**src/rtl/updown_counter_mod.sv**
```systemverilog
// updown_counter_mod: modulo-N up/down counter with clear, load, wrap/saturate and cascade flags
module updown_counter_mod #(
    parameter int WIDTH    = 4,
    parameter int MODULUS  = 16,
    parameter int SATURATE = 0
) (
    input  logic             clk,
    input  logic             reset,
    input  logic             clear,
    input  logic             load,
    input  logic [WIDTH-1:0] load_val,
    input  logic             en,
    input  logic             dir,
    output logic [WIDTH-1:0] q,
    output logic             tc,
    output logic             wrap,
    output logic             at_limit
);
    localparam logic [WIDTH-1:0] MAX = WIDTH'(MODULUS - 1);
    localparam logic             SAT = (SATURATE != 0);
    logic [WIDTH-1:0] q_nxt;
    logic             wrap_nxt;
    // limit/terminal-count flags; tc is the carry/borrow enable for a following stage
    always_comb begin
        at_limit = dir ? (q == '0) : (q == MAX);
        tc       = en & at_limit & ~clear & ~load;
        wrap_nxt = tc & ~SAT;
        q_nxt    = clear ? '0 :
                   load  ? ((load_val > MAX) ? MAX : load_val) :
                   !en   ? q :
                   at_limit ? (SAT ? q : (dir ? MAX : '0)) :
                   dir   ? q - WIDTH'(1) : q + WIDTH'(1);
    end
    // state updates on the falling edge; reset clears immediately
    always_ff @(negedge clk or posedge reset) begin
        if (reset) begin
            q    <= '0;
            wrap <= 1'b0;
        end else begin
            q    <= q_nxt;
            wrap <= wrap_nxt;
        end
    end
endmodule
```
**config.mk**
```make
export PLATFORM = sky130hd
export DESIGN_NAME = updown_counter_mod
export DESIGN_NICKNAME = d
export VERILOG_FILES = /design/src/rtl/updown_counter_mod.sv
export SDC_FILE = /design/constraint.sdc
export NUM_CORES = 1
export LEC_CHECK = 0
export CELL_PAD_IN_SITES_DETAIL_PLACEMENT = 1
export CELL_PAD_IN_SITES_GLOBAL_PLACEMENT = 1
export CORE_UTILIZATION = 26
export CTS_CLUSTER_DIAMETER = 30
export DETAILED_ROUTE_END_ITERATION = 8
export PLACE_DENSITY = 0.71
export REMOVE_ABC_BUFFERS = 1
export SLEW_MARGIN = 0
export SYNTH_ARGS = -nofsm -noshare
export SYNTH_HDL_FRONTEND = slang
export SYNTH_SLANG_ARGS = --single-unit
```
**constraint.sdc**
```tcl
create_clock -name clk -period 1.6 [get_ports clk]
set_input_delay 0.16 -clock clk [delete_from_list [all_inputs] [get_ports clk]]
set_output_delay 0.16 -clock clk [all_outputs]
set_load 0.01 [all_outputs]
```
==> results.json, run 1 <==
{
  "hpwl_um": 1130,
  "placed_cells": 90,
  "placed_area_um2": 684,
  "powerDensity_nw_per_um2": 651,
  "vias": 585,
  "max_slew_margin_pct": 79.6,
  "fill_cells": 167,
  "wl_per_cell_um": 18.3,
  "via_per_inst": 5.18,
  "setup_tns_ns": -5.18,
  "worstPathArrival_ns": 2.44,
  "drtIter0Drc": 2,
  "drc_errors": 0,
  "worst_skew_pair.late_latency_ns": 0.26,
  "clkTransAtPathRegs_ns": 0.04,
  "drive_gt1_share_pct": 57.7,
  "final-seq-area_um2": 125,
  "root_buffer": "clkbuf_4",
  "area_delta_synth_final_pct": 133,
  "overflow": 0,
  "ir_drop_mv": 0.447,
  "synth.top_cell.area_share_pct": 30.2,
  "hold_viol_final": 0,
  "finalClockSkew_ns": 0.00149,
  "startpoint_type": "register",
  "insertedDiodeCount": 0,
  "design.core.area_um2": 1490,
  "cp.required_ns": 1.44,
  "whs_path_depth": 3,
  "die-width_um": 41.9,
  "synth_area_leaders": "dfrtn_1, a21oi_1, ha_1, nor4_4, a311o_1",
  "status": "finished, violations left",
  "syn_area_per_cell_um2": 8.81,
  "boundaryPins": 17,
  "final_area_um2": 966,
  "dieArea_um2": 1760,
  "grt_pass1_wl_um": 3300,
  "setup_viol": 10,
  "drt_wl_total_um": 2070,
  "die_y_um": 41.9,
  "preCtsSetupSlack_ns": -1.22,
  "dr.pass1.iters": 4,
  "setup_ws_ns": -0.999,
  "final_nets": 111,
  "endpoint_kind": "output port",
  "clkSinkCount": 5,
  "initial_core_util_pct": 27.8,
  "synth_top_area_cell": "dfrtn_1",
  "tightest_slew_ns": 0.306,
  "num_rows": 14,
  "ys_types": 24,
  "cts_tree": "built",
  "grt_max_degree": 9,
  "ys_seq_elements": 5,
  "ctsHoldBuffers": 0,
  "reg2reg_depth": 12,
  "crit_path_max_fanout": 3,
  "rsz0062_at_grt": "yes",
  "portBuffers": 16,
  "h-tree-depth": 1,
  "crit_type": "reg -> out",
  "gp_congestion": 0.783,
  "cts_buffer_depth": 2,
  "drv_cap": 0,
  "cts_buffers": 3,
  "antenna_found_initial": 0,
  "yosysWarnings": 0,
  "leakage_nw": 0.465,
  "violations": "negative setup slack",
  "drv_slew": 0,
  "grt_usage_pct": 26.5,
  "fin_cells": 113,
  "multiInputGateArea_um2": 344,
  "grt_pass1_vias": 645,
  "synthesis.area_um2": 414,
  "syn_inst": 47,
  "hold_path.class": "in -> out",
  "p_total_mw": 0.628,
  "antenna_left": 0,
  "ys_seq_area_share_pct": 30.2
}
==> synthesized netlist by cell type <==
master	instances
dfrtn_1	5
nand4_1	1
or3_1	1
a21oi_1	6
xor2_1	1
xnor2_1	1
fa_1	1
and3b_1	1
nand3_1	1
a311o_1	2
inv_1	2
nor4_4	1
nor4bb_1	2
a31oi_1	1
a21boi_0	1
and3_1	1
nand2_1	5
o31ai_1	1
clkbuf_1	2
and4bb_1	1
ha_1	2
o21ai_1	2
nor2_1	4
o21ai_0	2
==> per-stage QoR <==
stage	utilization, %	hold WS [ns]
3_3_place_gp	46.0	0.764
3_5_place_dp	46.0	0.783
2_1_floorplan	-	0.377
5_1_grt	64.9	0.782
6_report	64.9	0.759
4_1_cts	61.9	0.782
==> flip-flops by register name, summed over array words and instances (netlist names) <==
signal	cells
wrap	1
q	4
==> kinds of logic (layout without fill, tap and decap cells) <==
logic type | Yosys count | in the layout | share of synthesized area [%]
AND/OR/NAND/NOR | 18 | 18 | 29.0
flip-flops | 5 | 5 | 30.2
XOR/XNOR | 2 | 2 | 4.23
adder cells (fa/ha/maj) | 3 | 3 | 10.9
AO/OA/AOI/OAI | 15 | 15 | 22.1
buffers and inverters | 4 | 54 | 3.63
==> final cells by class <==
type | count | area share (%)
Timing Repair Buffer | 48 | 45.9
Multi-Input combinational cell | 38 | 35.6
Sequential cell | 5 | 13.0
Clock buffer | 4 | 2.72
Tap cell | 16 | 2.07
Inverter | 2 | 0.777
==> where the power goes <==
part	switching [mW]	internal, mW	total, mW
logic	0.127	0.186	0.313
clock network	0.0700	0.0955	0.165
registers	0.0139	0.136	0.150
total	0.211	0.418	0.628
==> worst paths after layout <==
| path | from | end | slack [ns] |
|---|---|---|---|
| setup reg to reg | q[3] | q[3] | -0.58 |
| max in group asynchronous | reset | q[0] | 0.60 |
| hold / removal | load | tc | 0.76 |
| hold reg to reg | q[3] | wrap | 0.88 |
| setup / recovery | q[3] | tc | -1.0 |
| min in group asynchronous | reset | q[3] | 0.79 |
==> critical path, cell delays in order (launching register included) <==
cell	delay [ns]
dfrtn_1	0.40
nor4_4	0.36
nand2_2	0.11
o21ai_2	0.09
nor4bb_4	0.24
buf_2	0.18
==> layer usage <==
metal / share of wire [%] / GRT usage, % / up-vias
met3: 3.5 / 4.78 / 6
met5: 0 / 0 / -
li1: - / - / 277
met1: 42 / 31.3 / 284
met2: 52 / 45.6 / 18
met4: 2.8 / 12.9 / 0
==> timing repair <==
item                       4_1_cts  5_1_grt
pin swaps                       11        7
gates resized for setup         58       14
setup endpoints to repair       12       11
buffers inserted                17        6
==> cell usage in the layout, fill, tap and decap left out, types with 3 or more instances in the layout <==
| cell | n |
|---|---|
| clkdlybuf4s50_1 | 5 |
| buf_6 | 13 |
| dfrtn_1 | 5 |
| buf_4 | 22 |
| nand2_1 | 4 |
| nor2_1 | 4 |
| a21oi_1 | 4 |
| clkbuf_4 | 3 |
(Power assumes the default switching activity.)
==> run 2: changes to the inputs <==
--- a/config.mk
+++ b/config.mk
@@ -7,10 +7,13 @@
 export LEC_CHECK = 0
 export CELL_PAD_IN_SITES_DETAIL_PLACEMENT = 1
 export CELL_PAD_IN_SITES_GLOBAL_PLACEMENT = 1
-export CORE_UTILIZATION = 26
+export CORE_AREA = 2 2 39 41
 export CTS_CLUSTER_DIAMETER = 30
+export CTS_CLUSTER_SIZE = 25
 export DETAILED_ROUTE_END_ITERATION = 8
-export PLACE_DENSITY = 0.71
+export DIE_AREA = 0 0 41 43
+export DONT_BUFFER_PORTS = 1
+export PLACE_DENSITY = 0.59
 export REMOVE_ABC_BUFFERS = 1
 export SLEW_MARGIN = 0
 export SYNTH_ARGS = -nofsm -noshare
==> results.json, run 2 (synthesis gave the netlist of run 1 again) <==
{
  "status": "finished, violations left",
  "violations": "negative setup slack",
  "clkTransAtPathRegs_ns": 0.04,
  "boundaryPins": 17,
  "initial_core_util_pct": 29.9,
  "startpoint_type": "register",
  "overflow": 0,
  "ctsHoldBuffers": 0,
  "insertedDiodeCount": 0,
  "crit_cells": 5,
  "portBuffers": 0,
  "crit_type": "reg -> out",
  "worst_skew_pair.late_latency_ns": 0.26,
  "leakage_nw": 0.297,
  "vias": 459,
  "hold_viol_final": 0,
  "cts_buffer_depth": 2,
  "cpPeakStageDelay_ns": 0.39,
  "hold_path.class": "in -> async",
  "reg_top3": "q (4), wrap (1)",
  "dieArea_um2": 1760,
  "worstPathCellList": "nor4_4 > nand2_1 > o21ai_2 > nor4bb_4 > buf_4",
  "setup_viol": 10,
  "crit_path_max_fanout": 3,
  "die_y_um": 43,
  "drv_cap": 0,
  "antenna_found_initial": 0,
  "drc_errors": 0,
  "clkSinkCount": 5,
  "reg2reg_from": "q[2]",
  "preCtsSetupSlack_ns": -0.663,
  "max_slew_margin_pct": 81.3,
  "final_cell_mix": "buf_4, nand2_1, buf_6, dfrtn_1, nor2_1",
  "die-width_um": 41,
  "finalClockSkew_ns": 0.00667,
  "via_per_inst": 5.74,
  "num_rows": 14,
  "grt_usage_pct": 18.5,
  "dr.pass1.iters": 2,
  "worstSetupStartpoint": "q[3]",
  "largest_register_ffs": 4,
  "cp.required_ns": 1.44,
  "crit_family": "simple AND/OR/NAND/NOR gates",
  "tightest_slew_ns": 0.279,
  "endpoint_kind": "output port",
  "regMostFlops": "q",
  "reg2reg_depth": 6,
  "drtIter0Drc": 7,
  "grt_max_degree": 12,
  "gp_congestion": 0.759,
  "drv_slew": 0,
  "design.core.area_um2": 1380,
  "p_total_mw": 0.498,
  "powerDensity_nw_per_um2": 755,
  "cts_tree": "built",
  "cts_buffers": 3,
  "wl_per_cell_um": 19.7,
  "worstReg2RegEnd": "q[3]",
  "area_delta_synth_final_pct": 59.2,
  "hpwl_um": 1000,
  "worstPathArrival_ns": 2.37,
  "drive_gt1_share_pct": 50.0,
  "drt_wl_total_um": 1570,
  "setup_ws_ns": -0.933,
  "endpoint": "tc",
  "final_common_cell": "buf_4",
  "root_buffer": "clkbuf_4",
  "ir_drop_mv": 0.361,
  "antenna_left": 0,
  "rsz0062_at_grt": "yes",
  "grt_pass1_wl_um": 2170,
  "final_nets": 78,
  "crit_slowest_cell": "dfrtn_1",
  "h-tree-depth": 1,
  "grt_pass1_vias": 481,
  "reg2reg_setup_slack_ns": -0.16,
  "critPathBufInv": 1
}
-- run 2: cell types whose count changed in the layout (fill, tap and decap cells not counted), sizes merged --
| cell | previous run | this run |
|---|---|---|
| buf | 39 | 15 |
| clkdlybuf4s50 | 5 | 0 |
| clkbuf | 5 | 3 |
| clkinv | 0 | 1 |
| clkdlybuf4s15 | 2 | 0 |
| dlygate4sd2 | 1 | 0 |
-- run 2: how the worst min path moves through the flow --
stage | from | to | cells after the start
after floorplan | clear | tc | 1
after detailed placement | clear | tc | 2
after global placement | clear | tc | 2
final | reset | q[3] | 1
after global routing | reset | q[3] | 1
after CTS | reset | q[3] | 1
-- run 2: layout make-up --
type	instances	area (um2)
clock buffer	3	22.5
clock inverter	1	5.00
fill	164	724
inverter	2	7.51
multi-input combinational	38	348
sequential	5	125
tap	16	20.0
timing repair buffer	15	131
-- run 2: report_power, final --
| group | internal [mW] | switching [mW] | total [mW] |
|---|---|---|---|
| Clock | 0.0909 | 0.0602 | 0.151 |
| Sequential | 0.136 | 0.0134 | 0.150 |
| Combinational | 0.108 | 0.0889 | 0.197 |
| Total | 0.335 | 0.162 | 0.498 |
-- run 2: worst register-to-register path: stages, from the launching register on --
cell and delay, ns:
dfrtn_1 0.51, buf_6 0.17, ha_4 0.21, a21oi_2 0.20, a21boi_1 0.11, or3_1 0.36
a31oi_2 0.21
-- run 2: timing repair --
action / 4_1_cts / 5_1_grt
pin swaps: 10 / 7
setup endpoints to repair: 10 / 10
setup buffers: 4 / 1
gates cloned: 0 / 0
resized for setup: 14 / 7
-- run 2: routing by layer --
layer  track usage, %  vias to the layer above  part of all wire, %
li1                 -                      209                    -
met3             5.24                        6                  4.1
met2             32.5                       17                   57
met5                0                        -                    0
met4             6.00                        0                  3.2
met1             19.8                      227                   36
-- run 2: per-stage QoR --
step | std cells | TNS [ns] | hold slack [ns] | cell area [um2] | utilization (%)
after floorplan | 45 | -3.02 | 0.377 | 407 | -
after global placement | 71 | -2.53 | 0.483 | 502 | 36.3
after detailed placement | 71 | -2.86 | 0.487 | 502 | 36.3
after CTS | 79 | -3.59 | 0.382 | 617 | 44.6
after global routing | 80 | -4.15 | 0.382 | 659 | 47.6
final | 80 | -3.67 | 0.372 | 659 | 47.6
